<file path="config.mk">
export PLATFORM = sky130hd
export DESIGN_NAME = key_entry_ctrl
export DESIGN_NICKNAME = d
export VERILOG_FILES = /design/src/rtl/key_entry_ctrl.sv
export SDC_FILE = /design/constraint.sdc
export NUM_CORES = 1
export LEC_CHECK = 0
export BUFFER_PORTS_ARGS = -buffer_cell sky130_fd_sc_hd__buf_2
export CAP_MARGIN = 20
export CORE_ASPECT_RATIO = 0.6
export CORE_MARGIN = 2
export CORE_UTILIZATION = 34
export DETAILED_ROUTE_END_ITERATION = 10
export PLACE_DENSITY = 0.64
export REMOVE_ABC_BUFFERS = 1
export SKIP_LAST_GASP = 1
export SYNTH_ARGS = -nofsm -noshare
export SYNTH_HDL_FRONTEND = slang
export SYNTH_SLANG_ARGS = --single-unit
</file>
<file path="constraint.sdc">
create_clock -name clk -period 4.2 [get_ports clk]
set_input_delay 0.63 -clock clk [delete_from_list [all_inputs] [get_ports clk]]
set_output_delay 0.63 -clock clk [all_outputs]
set_load 0.005 [all_outputs]
</file>
<file path="src/rtl/key_entry_ctrl.sv">
// key_entry_ctrl: sequences PS/2 set-2 scan bytes into a BCD digit entry and commits it on Enter.
// Optional Backspace handling is built in when KEY_ENTRY_BKSP_EN is defined.
//
// state   | meaning
// S_MAKE  | next byte is a make code or a prefix
// S_EXT   | E0 seen; the extended make that follows is skipped
// S_BREAK | F0 seen; next byte names the released key and is discarded
module key_entry_ctrl #(
    parameter int NDIGITS = 4
) (
    input  logic                           clk,
    input  logic                           rst_n,
    input  logic                           code_valid,
    input  logic [7:0]                     code,
    output logic [4*NDIGITS-1:0]           entry_bcd,
    output logic [$clog2(NDIGITS+1)-1:0]   digit_cnt,
    output logic [4*NDIGITS-1:0]           value_bcd,
    output logic                           value_valid,
    output logic                           overflow
);

    localparam int BW = 4 * NDIGITS;
    localparam int CW = $clog2(NDIGITS + 1);

    localparam logic [7:0] CODE_BREAK = 8'hF0;
    localparam logic [7:0] CODE_EXT   = 8'hE0;
    localparam logic [7:0] CODE_ENTER = 8'h5A;
    localparam logic [7:0] CODE_ESC   = 8'h76;
`ifdef KEY_ENTRY_BKSP_EN
    localparam logic [7:0] CODE_BKSP  = 8'h66;
`endif

    typedef enum logic [1:0] {
        S_MAKE  = 2'd0,
        S_EXT   = 2'd1,
        S_BREAK = 2'd2
    } state_t;

    state_t            state, state_nxt;
    logic [BW-1:0]     entry_nxt;
    logic [CW-1:0]     cnt_nxt;
    logic [BW-1:0]     value_nxt;
    logic              vv_nxt;
    logic              ov_nxt;

    logic              is_digit;
    logic [3:0]        digit;

    always_comb begin
        is_digit = 1'b1;
        digit    = 4'd0;
        case (code)
            8'h45:   digit = 4'd0;
            8'h16:   digit = 4'd1;
            8'h1E:   digit = 4'd2;
            8'h26:   digit = 4'd3;
            8'h25:   digit = 4'd4;
            8'h2E:   digit = 4'd5;
            8'h36:   digit = 4'd6;
            8'h3D:   digit = 4'd7;
            8'h3E:   digit = 4'd8;
            8'h46:   digit = 4'd9;
            default: is_digit = 1'b0;
        endcase
    end

    always_ff @(posedge clk or negedge rst_n) begin
        if (!rst_n) begin
            state       <= S_MAKE;
            entry_bcd   <= '0;
            digit_cnt   <= '0;
            value_bcd   <= '0;
            value_valid <= 1'b0;
            overflow    <= 1'b0;
        end else begin
            state       <= state_nxt;
            entry_bcd   <= entry_nxt;
            digit_cnt   <= cnt_nxt;
            value_bcd   <= value_nxt;
            value_valid <= vv_nxt;
            overflow    <= ov_nxt;
        end
    end

    always_comb begin
        state_nxt = state;
        entry_nxt = entry_bcd;
        cnt_nxt   = digit_cnt;
        value_nxt = value_bcd;
        vv_nxt    = 1'b0;
        ov_nxt    = 1'b0;
        if (code_valid) begin
            case (state)
                S_MAKE: begin
                    if (code == CODE_BREAK) begin
                        state_nxt = S_BREAK;
                    end else if (code == CODE_EXT) begin
                        state_nxt = S_EXT;
                    end else if (is_digit) begin
                        if (digit_cnt < CW'(NDIGITS)) begin
                            // high nibble is already zero whenever there is room
                            entry_nxt = (entry_bcd << 4) | BW'(digit);
                            cnt_nxt   = digit_cnt + CW'(1);
                        end else begin
                            ov_nxt = 1'b1;
                        end
                    end else if (code == CODE_ENTER) begin
                        if (digit_cnt != '0) begin
                            value_nxt = entry_bcd;
                            vv_nxt    = 1'b1;
                            entry_nxt = '0;
                            cnt_nxt   = '0;
                        end
                    end else if (code == CODE_ESC) begin
                        entry_nxt = '0;
                        cnt_nxt   = '0;
                    end
`ifdef KEY_ENTRY_BKSP_EN
                    else if (code == CODE_BKSP) begin
                        if (digit_cnt != '0) begin
                            entry_nxt = entry_bcd >> 4;
                            cnt_nxt   = digit_cnt - CW'(1);
                        end
                    end
`endif
                end
                S_EXT: begin
                    state_nxt = (code == CODE_BREAK) ? S_BREAK : S_MAKE;
                end
                S_BREAK: begin
                    state_nxt = S_MAKE;
                end
                default: begin
                    state_nxt = S_MAKE;
                end
            endcase
        end
    end

endmodule

</file>
==> parameters.txt, run 1 <==
Parameter                              Value

Outcome
  Result of the run ... finished clean

Drt
  Pre-Repair DR Iteration Count ... 4
  Vias per cell ... approximately 5
  Sum of routed wire length over all layers ... 4300 um
  Antenna-violating nets left ... 0
  Post-detailed-route wirelength per cell ... 14.6 um
  Detailed-route DRC error count ... 0
  Via count of the routed design ... ~1,500
  First DRT Iteration DRCs ... 72

Power
  Pwr/cell area ... 314 nW/um2
  Leakage ... between 1 and 1.5 nW
  Peak supply drop ... ~150 uV

Yosys
  Number of distinct standard cells referenced by the synthesized netlist ... 43
  Largest cells by area after synthesis ... sky130_fd_sc_hd__dfrtp_1, sky130_fd_sc_hd__mux2_4, sky130_fd_sc_hd__o2bb2ai_1
  Cell area after technology mapping ... 2040 um2
  Number of flops mapped to enable cells by yosys ... 0
  Register bit count reported by yosys ... 39
  Cell taking the most area after synthesis ... sky130_fd_sc_hd__dfrtp_1
  Top-area cell type share of the netlist area ... 47.9%
  Ys flop type ... sky130_fd_sc_hd__dfrtp_1
  Sequential cell area fraction in the yosys report ... approximately 48%
  Number of warnings reported in the yosys synthesis log ... 0
  Mean Syn Cell Area ... 12.1 um2
  Synth async-reset ratio ... between 90% and 100%
  Mapped Cells ... around 170

GRT
  Wire length of the first global-routing pass ... about 7400 um
  Aggregate global-route resource usage ... 13.9%
  Antenna violations before repair ... 0
  Largest net degree at the start of global routing ... 40
  Via count of the first global-routing pass ... between 1,000 and 1,500
  Leftover overflow at the end of global routing ... 0

Final layout
  Number of filler cells placed in the layout ... between 500 and 600
  Layout cell share with drive strength beyond 1 ... about 37%
  Commonest non-fill, non-tap cells in the layout ... sky130_fd_sc_hd__buf_2, sky130_fd_sc_hd__dfrtp_1, sky130_fd_sc_hd__o2bb2ai_1
  Layout area overhead ... 16.6%
  Layout net count ... approximately 230
  Most frequent standard cell in the layout excluding fill and tap cells ... sky130_fd_sc_hd__buf_2
  Antenna Cells ... 0

Timing
  Minimum clock period ... roughly 2500 ps
  Setup WS post-layout ... 1730 ps
  Max-Slew Margin vs Limit ... 43.4%
  Unrepaired setup endpoints after global routing ... false
  Actual transition at the worst max-transition pin ... between 800 and 900 ps
  Top achievable clock speed ... between 0.4 and 0.5 GHz
  Final period util ... 58.9%
  Endpoints failing hold ... 0
  Setup skew after layout ... about 3.5 ps
  Pins Over Slew Limit ... 0
  Final total negative setup slack ... 0 ps
  Number of failing setup endpoints in the final timing report ... 0

Floorplanning
  Io pins ... 48
  Die X ... 104 um
  Starting density of the core ... between 30% and 40%
  Vert. Die Dim ... between 60 and 70 um
  Total die area ... roughly 6700 um2
  Floorplan row count ... 21
  Area of the placeable core ... 5680 um2

Clocking
  Number of sinks on the clock net ... 39
  Post-cts resize count ... 0
  Clock network latency to the later pin of the worst-skew pair ... slightly below 300 ps
  Num CTS Buffers ... 5
  Clock slew at reported path FFs ... roughly 70 ps
  CTS tree ... built
  Number of hold-repair buffers added at the cts stage ... 0
  Library cell used as clock root buffer ... sky130_fd_sc_hd__clkbuf_8
  Total number of H-tree levels ... 2
  Maximum clock path buffer count ... 2
  Buffers inserted by post-CTS timing repair ... 0

Placement
  DPL Wire Length ... 3000 um
  Final RePlAce weighted congestion ... approximately 0.77
  Post-place setup slack ... 1450 ps
  Buffers added on ports ... 47

Critical path
  Setup Crit Path Kind ... in -> reg
  Cells traversed along the worst timing path ... buf_2 -> nand2b_1 -> mux2i_1 -> a221oi_4 -> nand2_2 -> nand2_2 -> mux2_2
  Critical Path Fanout Max ... 17
  Crit path max-delay family ... compound AO/OA/AOI/OAI gates
  Crit path max-delay cell type ... sky130_fd_sc_hd__a221oi_4
  Number of buffer and inverter stages on the critical path ... 1
  Critical path's largest stage delay ... approximately 770 ps
  Data required time of the critical path ... roughly 4400 ps
  Crit path capture type ... register
  Most repeated library cell on the critical path ... sky130_fd_sc_hd__nand2_2
  Data arrival at the endpoint of the critical path ... between 2000 and 3000 ps
  Setup crit start kind ... input pin

Hold path
  Type of the worst min-delay path ... in -> async

Flow run
  Total of max-cap violations ... 0
==> cells in the mapped netlist (2+ instances only) <==
cell type and number:
sky130_fd_sc_hd__a22oi_1 13, sky130_fd_sc_hd__buf_6 3, sky130_fd_sc_hd__o2bb2ai_1 14, sky130_fd_sc_hd__o21ai_0 5, sky130_fd_sc_hd__mux2_4 9, sky130_fd_sc_hd__nor2_1 6, sky130_fd_sc_hd__nor2b_1 7, sky130_fd_sc_hd__dfrtp_1 39
sky130_fd_sc_hd__nand2_1 4, sky130_fd_sc_hd__or3_1 2, sky130_fd_sc_hd__o22ai_1 2, sky130_fd_sc_hd__or2b_1 2, sky130_fd_sc_hd__nand2_2 3, sky130_fd_sc_hd__nand3_1 2, sky130_fd_sc_hd__nand2b_1 4, sky130_fd_sc_hd__nand4_1 2
sky130_fd_sc_hd__a211oi_1 2, sky130_fd_sc_hd__mux2_2 10, sky130_fd_sc_hd__ha_1 2, sky130_fd_sc_hd__a21oi_1 3, sky130_fd_sc_hd__clkbuf_1 4, sky130_fd_sc_hd__nor3_1 3, sky130_fd_sc_hd__mux2i_1 3, sky130_fd_sc_hd__inv_1 6
==> stage by stage <==
step / total power (W) / utilization, % / hold slack [ps] / instance area, um2 / instances
after floorplan: 0.000464 / - / 334 / 1950 / 158
after global placement: 0.000508 / 40.4 / 487 / 2290 / 286
after detailed placement: 0.000512 / 40.4 / 487 / 2290 / 286
after CTS: 0.000753 / 41.9 / 476 / 2380 / 294
after global routing: 0.000788 / 41.9 / 529 / 2380 / 294
final: 0.000746 / 41.9 / 443 / 2380 / 294
==> cell families (layout without fill, tap and decap cells) <==
kind of cell,Yosys count,in the layout,share of synthesized area (%)
adder cells (fa/ha/maj),2,2,1.23
flip-flops,39,39,47.9
AO/OA/AOI/OAI,46,46,18.7
buffers and inverters,17,62,5.34
XOR/XNOR,2,2,0.860
multiplexers,22,22,13.6
AND/OR/NAND/NOR,41,41,12.4
==> report_power, final <==
part	switching (W)	internal (W)	total [W]
clock network	0.000127	0.000117	0.000243
logic	0.0000577	0.0000410	0.0000987
registers	0.0000190	0.000385	0.000404
==> worst paths after layout <==
path	slack, ps	depth (start not counted)	startpoint	end
worst max-delay path	1730	7	code[0]	entry_bcd[1]$_DFFE_PN0P_
worst min-delay path	440	1	rst_n	value_bcd[11]$_DFFE_PN0P_
worst max register to register	2020	5	digit_cnt[2]$_DFFE_PN0P_	value_bcd[3]$_DFFE_PN0P_
worst min register to register	510	1	value_bcd[14]$_DFFE_PN0P_	value_bcd[14]$_DFFE_PN0P_
max in group asynchronous	3220	1	rst_n	value_bcd[13]$_DFFE_PN0P_
min in group clk	510	1	value_bcd[14]$_DFFE_PN0P_	value_bcd[14]$_DFFE_PN0P_
==> sequential cells by signal (all words and copies together) (netlist names) <==
signal	count
entry_bcd	16
value_bcd	16
digit_cnt	3
state	2
overflow	1
value_valid	1
==> routing by layer <==
metal / GRT usage [%] / vias to the layer above / wire length (um)
met5: 0 / - / 0
met4: 3.04 / 0 / 38
met1: 21.6 / 720 / 2310
li1: - / 708 / -
met3: 4.29 / 5 / 239
met2: 18.3 / 43 / 1720
==> layout make-up <==
| class | instances | area, um2 | area share [%] |
|---|---|---|---|
| Sequential cell | 39 | 976 | 41.1 |
| Inverter | 6 | 22.5 | 0.948 |
| Tap cell | 80 | 100 | 4.21 |
| Multi-Input combinational cell | 113 | 953 | 40.1 |
| Clock buffer | 7 | 76.3 | 3.21 |
| Timing Repair Buffer | 48 | 243 | 10.2 |
| Clock inverter | 1 | 5.00 | 0.211 |
(Power assumes the default switching activity.)
==> run 2, diff against run 1 <==
--- a/config.mk
+++ b/config.mk
@@ -11,7 +11,7 @@
 export CORE_MARGIN = 2
 export CORE_UTILIZATION = 34
 export DETAILED_ROUTE_END_ITERATION = 10
-export PLACE_DENSITY = 0.64
+export PLACE_DENSITY = 0.66
 export REMOVE_ABC_BUFFERS = 1
 export SKIP_LAST_GASP = 1
 export SYNTH_ARGS = -nofsm -noshare
==> constraint.sdc (replaced) <==
create_clock -name clk -period 2.19 [get_ports clk]
set_input_delay 0.3285 -clock clk [delete_from_list [all_inputs] [get_ports clk]]
set_output_delay 0.3285 -clock clk [all_outputs]
set_load 0.005 [all_outputs]
==> parameters.txt, run 2 (synthesis gave the netlist of run 1 again) <==
Parameter                              Value

GRT
  Aggregate global-route resource usage ... 14.0% (+0.13 points)
  Via count of the first global-routing pass ... 1,424 (-1.1%)
  Leftover overflow at the end of global routing ... 0 (unchanged)
  Antenna violations before repair ... 0 (unchanged)
  Largest net degree at the start of global routing ... 40 (unchanged)
  Wire length of the first global-routing pass ... 7440 um (+0.84%)

Floorplanning
  Starting density of the core ... 35.9% (unchanged)
  Die X ... 104 um (unchanged)
  Area of the placeable core ... 5680 um2 (unchanged)
  Vert. Die Dim ... 64.0 um (unchanged)
  Total die area ... 6650 um2 (unchanged)
  Io pins ... 48 (unchanged)
  Floorplan row count ... 21 (unchanged)

Final layout
  Final cell count without fillers ... 300 (+2.0%)
  Layout area overhead ... 20.4%
  Biggest regs ... entry_bcd (16), value_bcd (16), digit_cnt (3)
  Final cell utilization of the core ... 43.3% (+1.4 points)
  Final instance area ... 2450 um2 (+3.3%)
  Layout net count ... 232 (+2.7%)
  Commonest non-fill, non-tap cells in the layout ... sky130_fd_sc_hd__buf_2, sky130_fd_sc_hd__dfrtp_1, sky130_fd_sc_hd__o2bb2ai_1
  Layout cell share with drive strength beyond 1 ... 40.0% (+2.6 points)
  Most frequent standard cell in the layout excluding fill and tap cells ... sky130_fd_sc_hd__buf_2
  Antenna Cells ... 0 (unchanged)

Timing
  Actual transition at the worst max-transition pin ... 864 ps (+15.2 ps)
  Pins Over Slew Limit ... 0 (unchanged)
  Max-Slew Margin vs Limit ... 42.4% (-1.0 points)
  Unrepaired setup endpoints after global routing ... false
  Minimum clock period ... between 1500 and 2000 ps
  Top achievable clock speed ... between 0.5 and 0.6 GHz
  Endpoints failing hold ... 0 (unchanged)
  Final period util ... 89.7%
  Number of failing setup endpoints in the final timing report ... 0 (unchanged)
  Setup skew after layout ... 6.57 ps (+3.07 ps)

Placement
  Buffers added on ports ... 47 (unchanged)
  Final RePlAce weighted congestion ... 0.792 (+3.3%)
  DPL Wire Length ... 3210 um (+6.9%)
  Dpl cell area ... 2350 um2 (+2.5%)
  Number of cells in the design after placement ... 292 (+2.1%)

Clocking
  Num CTS Buffers ... 5 (unchanged)
  Library cell used as clock root buffer ... sky130_fd_sc_hd__clkbuf_8
  Clock network latency to the later pin of the worst-skew pair ... 290 ps (about the same)
  Total number of H-tree levels ... 2 (unchanged)
  Number of sinks on the clock net ... 39 (unchanged)
  CTS tree ... built
  Buffers inserted by post-CTS timing repair ... 0 (unchanged)
  Clock slew at reported path FFs ... 70 ps (about the same)
  Maximum clock path buffer count ... 2 (unchanged)

Drt
  First DRT Iteration DRCs ... 58 (-19%)
  Post-detailed-route wirelength per cell ... 15.1 um (+3.4%)
  Detailed-route DRC error count ... 0 (unchanged)
  Sum of routed wire length over all layers ... 4540 um (+5.6%)
  Pre-Repair DR Iteration Count ... 5 (+1)
  Via count of the routed design ... 1,550 (+5.0%)
  Vias per cell ... 5.17 (+2.9%)
  Antenna-violating nets left ... 0 (unchanged)

Power
  Peak supply drop ... 234 uV (+52%)
  Pwr/cell area ... 615 nW/um2 (+96%)
  Leakage ... 1.18 nW (+3.6%)

Critical path
  Setup crit start kind ... register
  Setup Crit Path Kind ... reg -> reg
  Data arrival at the endpoint of the critical path ... 2140 ps (-510 ps)
  Depth of the most critical reg-to-reg path ... 7 (+2)
  Crit path capture type ... register
  Data required time of the critical path ... 2360 ps (-2020 ps)
  Critical Path Fanout Max ... 17 (unchanged)

Flow run
  Total of max-cap violations ... 0 (unchanged)

Hold path
  Type of the worst min-delay path ... in -> async

Outcome
  Result of the run ... finished clean
[run 2: final cells by class]
type	count	area, um2
clock buffer	8	100
fill	559	3220
inverter	6	22.5
multi-input combinational	113	956
sequential	39	976
tap	80	100
timing repair buffer	54	300
[run 2: what timing repair did]
action	CTS	global route
hold buffers	0	0
resized for setup	0	1
setup endpoints to repair	0	1
[run 2: routing by layer]
layer	up-vias	track usage [%]	share of wire (%)
met5	-	0	0
met4	0	1.52	0
met3	0	5.41	6.2
met2	43	18.8	41
met1	774	21.5	53
li1	733	-	-
[run 2: path summary, 6_finish.rpt]
check	from	endpoint	slack, ps
hold reg to reg	value_bcd[2]$_DFFE_PN0P_	value_bcd[2]$_DFFE_PN0P_	510
hold / removal	rst_n	value_bcd[15]$_DFFE_PN0P_	150
setup / recovery	digit_cnt[0]$_DFFE_PN0P_	value_bcd[3]$_DFFE_PN0P_	220
max in group asynchronous	rst_n	value_bcd[13]$_DFFE_PN0P_	1490
setup reg to reg	digit_cnt[0]$_DFFE_PN0P_	value_bcd[3]$_DFFE_PN0P_	220
min in group clk	code_valid	state[0]$_DFFE_PN0P_	260
[run 2: worst max-delay path, cell delays in order (launching register included)]
cell,delay (ps)
sky130_fd_sc_hd__dfrtp_1,410
sky130_fd_sc_hd__inv_1,90
sky130_fd_sc_hd__ha_1,200
sky130_fd_sc_hd__nor2b_1,150
sky130_fd_sc_hd__nor3_2,190
sky130_fd_sc_hd__nor3b_4,250
sky130_fd_sc_hd__buf_12,200
sky130_fd_sc_hd__mux2_2,350
[run 2: stage by stage]
| stage | setup WS, ps | power [W] | TNS [ps] | hold slack, ps |
|---|---|---|---|---|
| 5_1_grt | 108 | 0.00159 | 0 | 220 |
| 2_1_floorplan | -13.9 | 0.000891 | -97.1 | 32.9 |
| 3_3_place_gp | 151 | 0.000988 | 0 | 485 |
| 4_1_cts | 199 | 0.00152 | 0 | 172 |
| 3_5_place_dp | 130 | 0.000995 | 0 | 484 |
| 6_report | 225 | 0.00151 | 0 | 146 |
[run 2: where the power goes]
group	switching [W]	internal (W)	leakage (nW)	total, W
clock network	0.000235	0.000287	0.0515	0.000523
logic	0.000134	0.0000885	0.590	0.000222
registers	0.0000253	0.000740	0.543	0.000765
total	0.000394	0.00112	1.18	0.00151
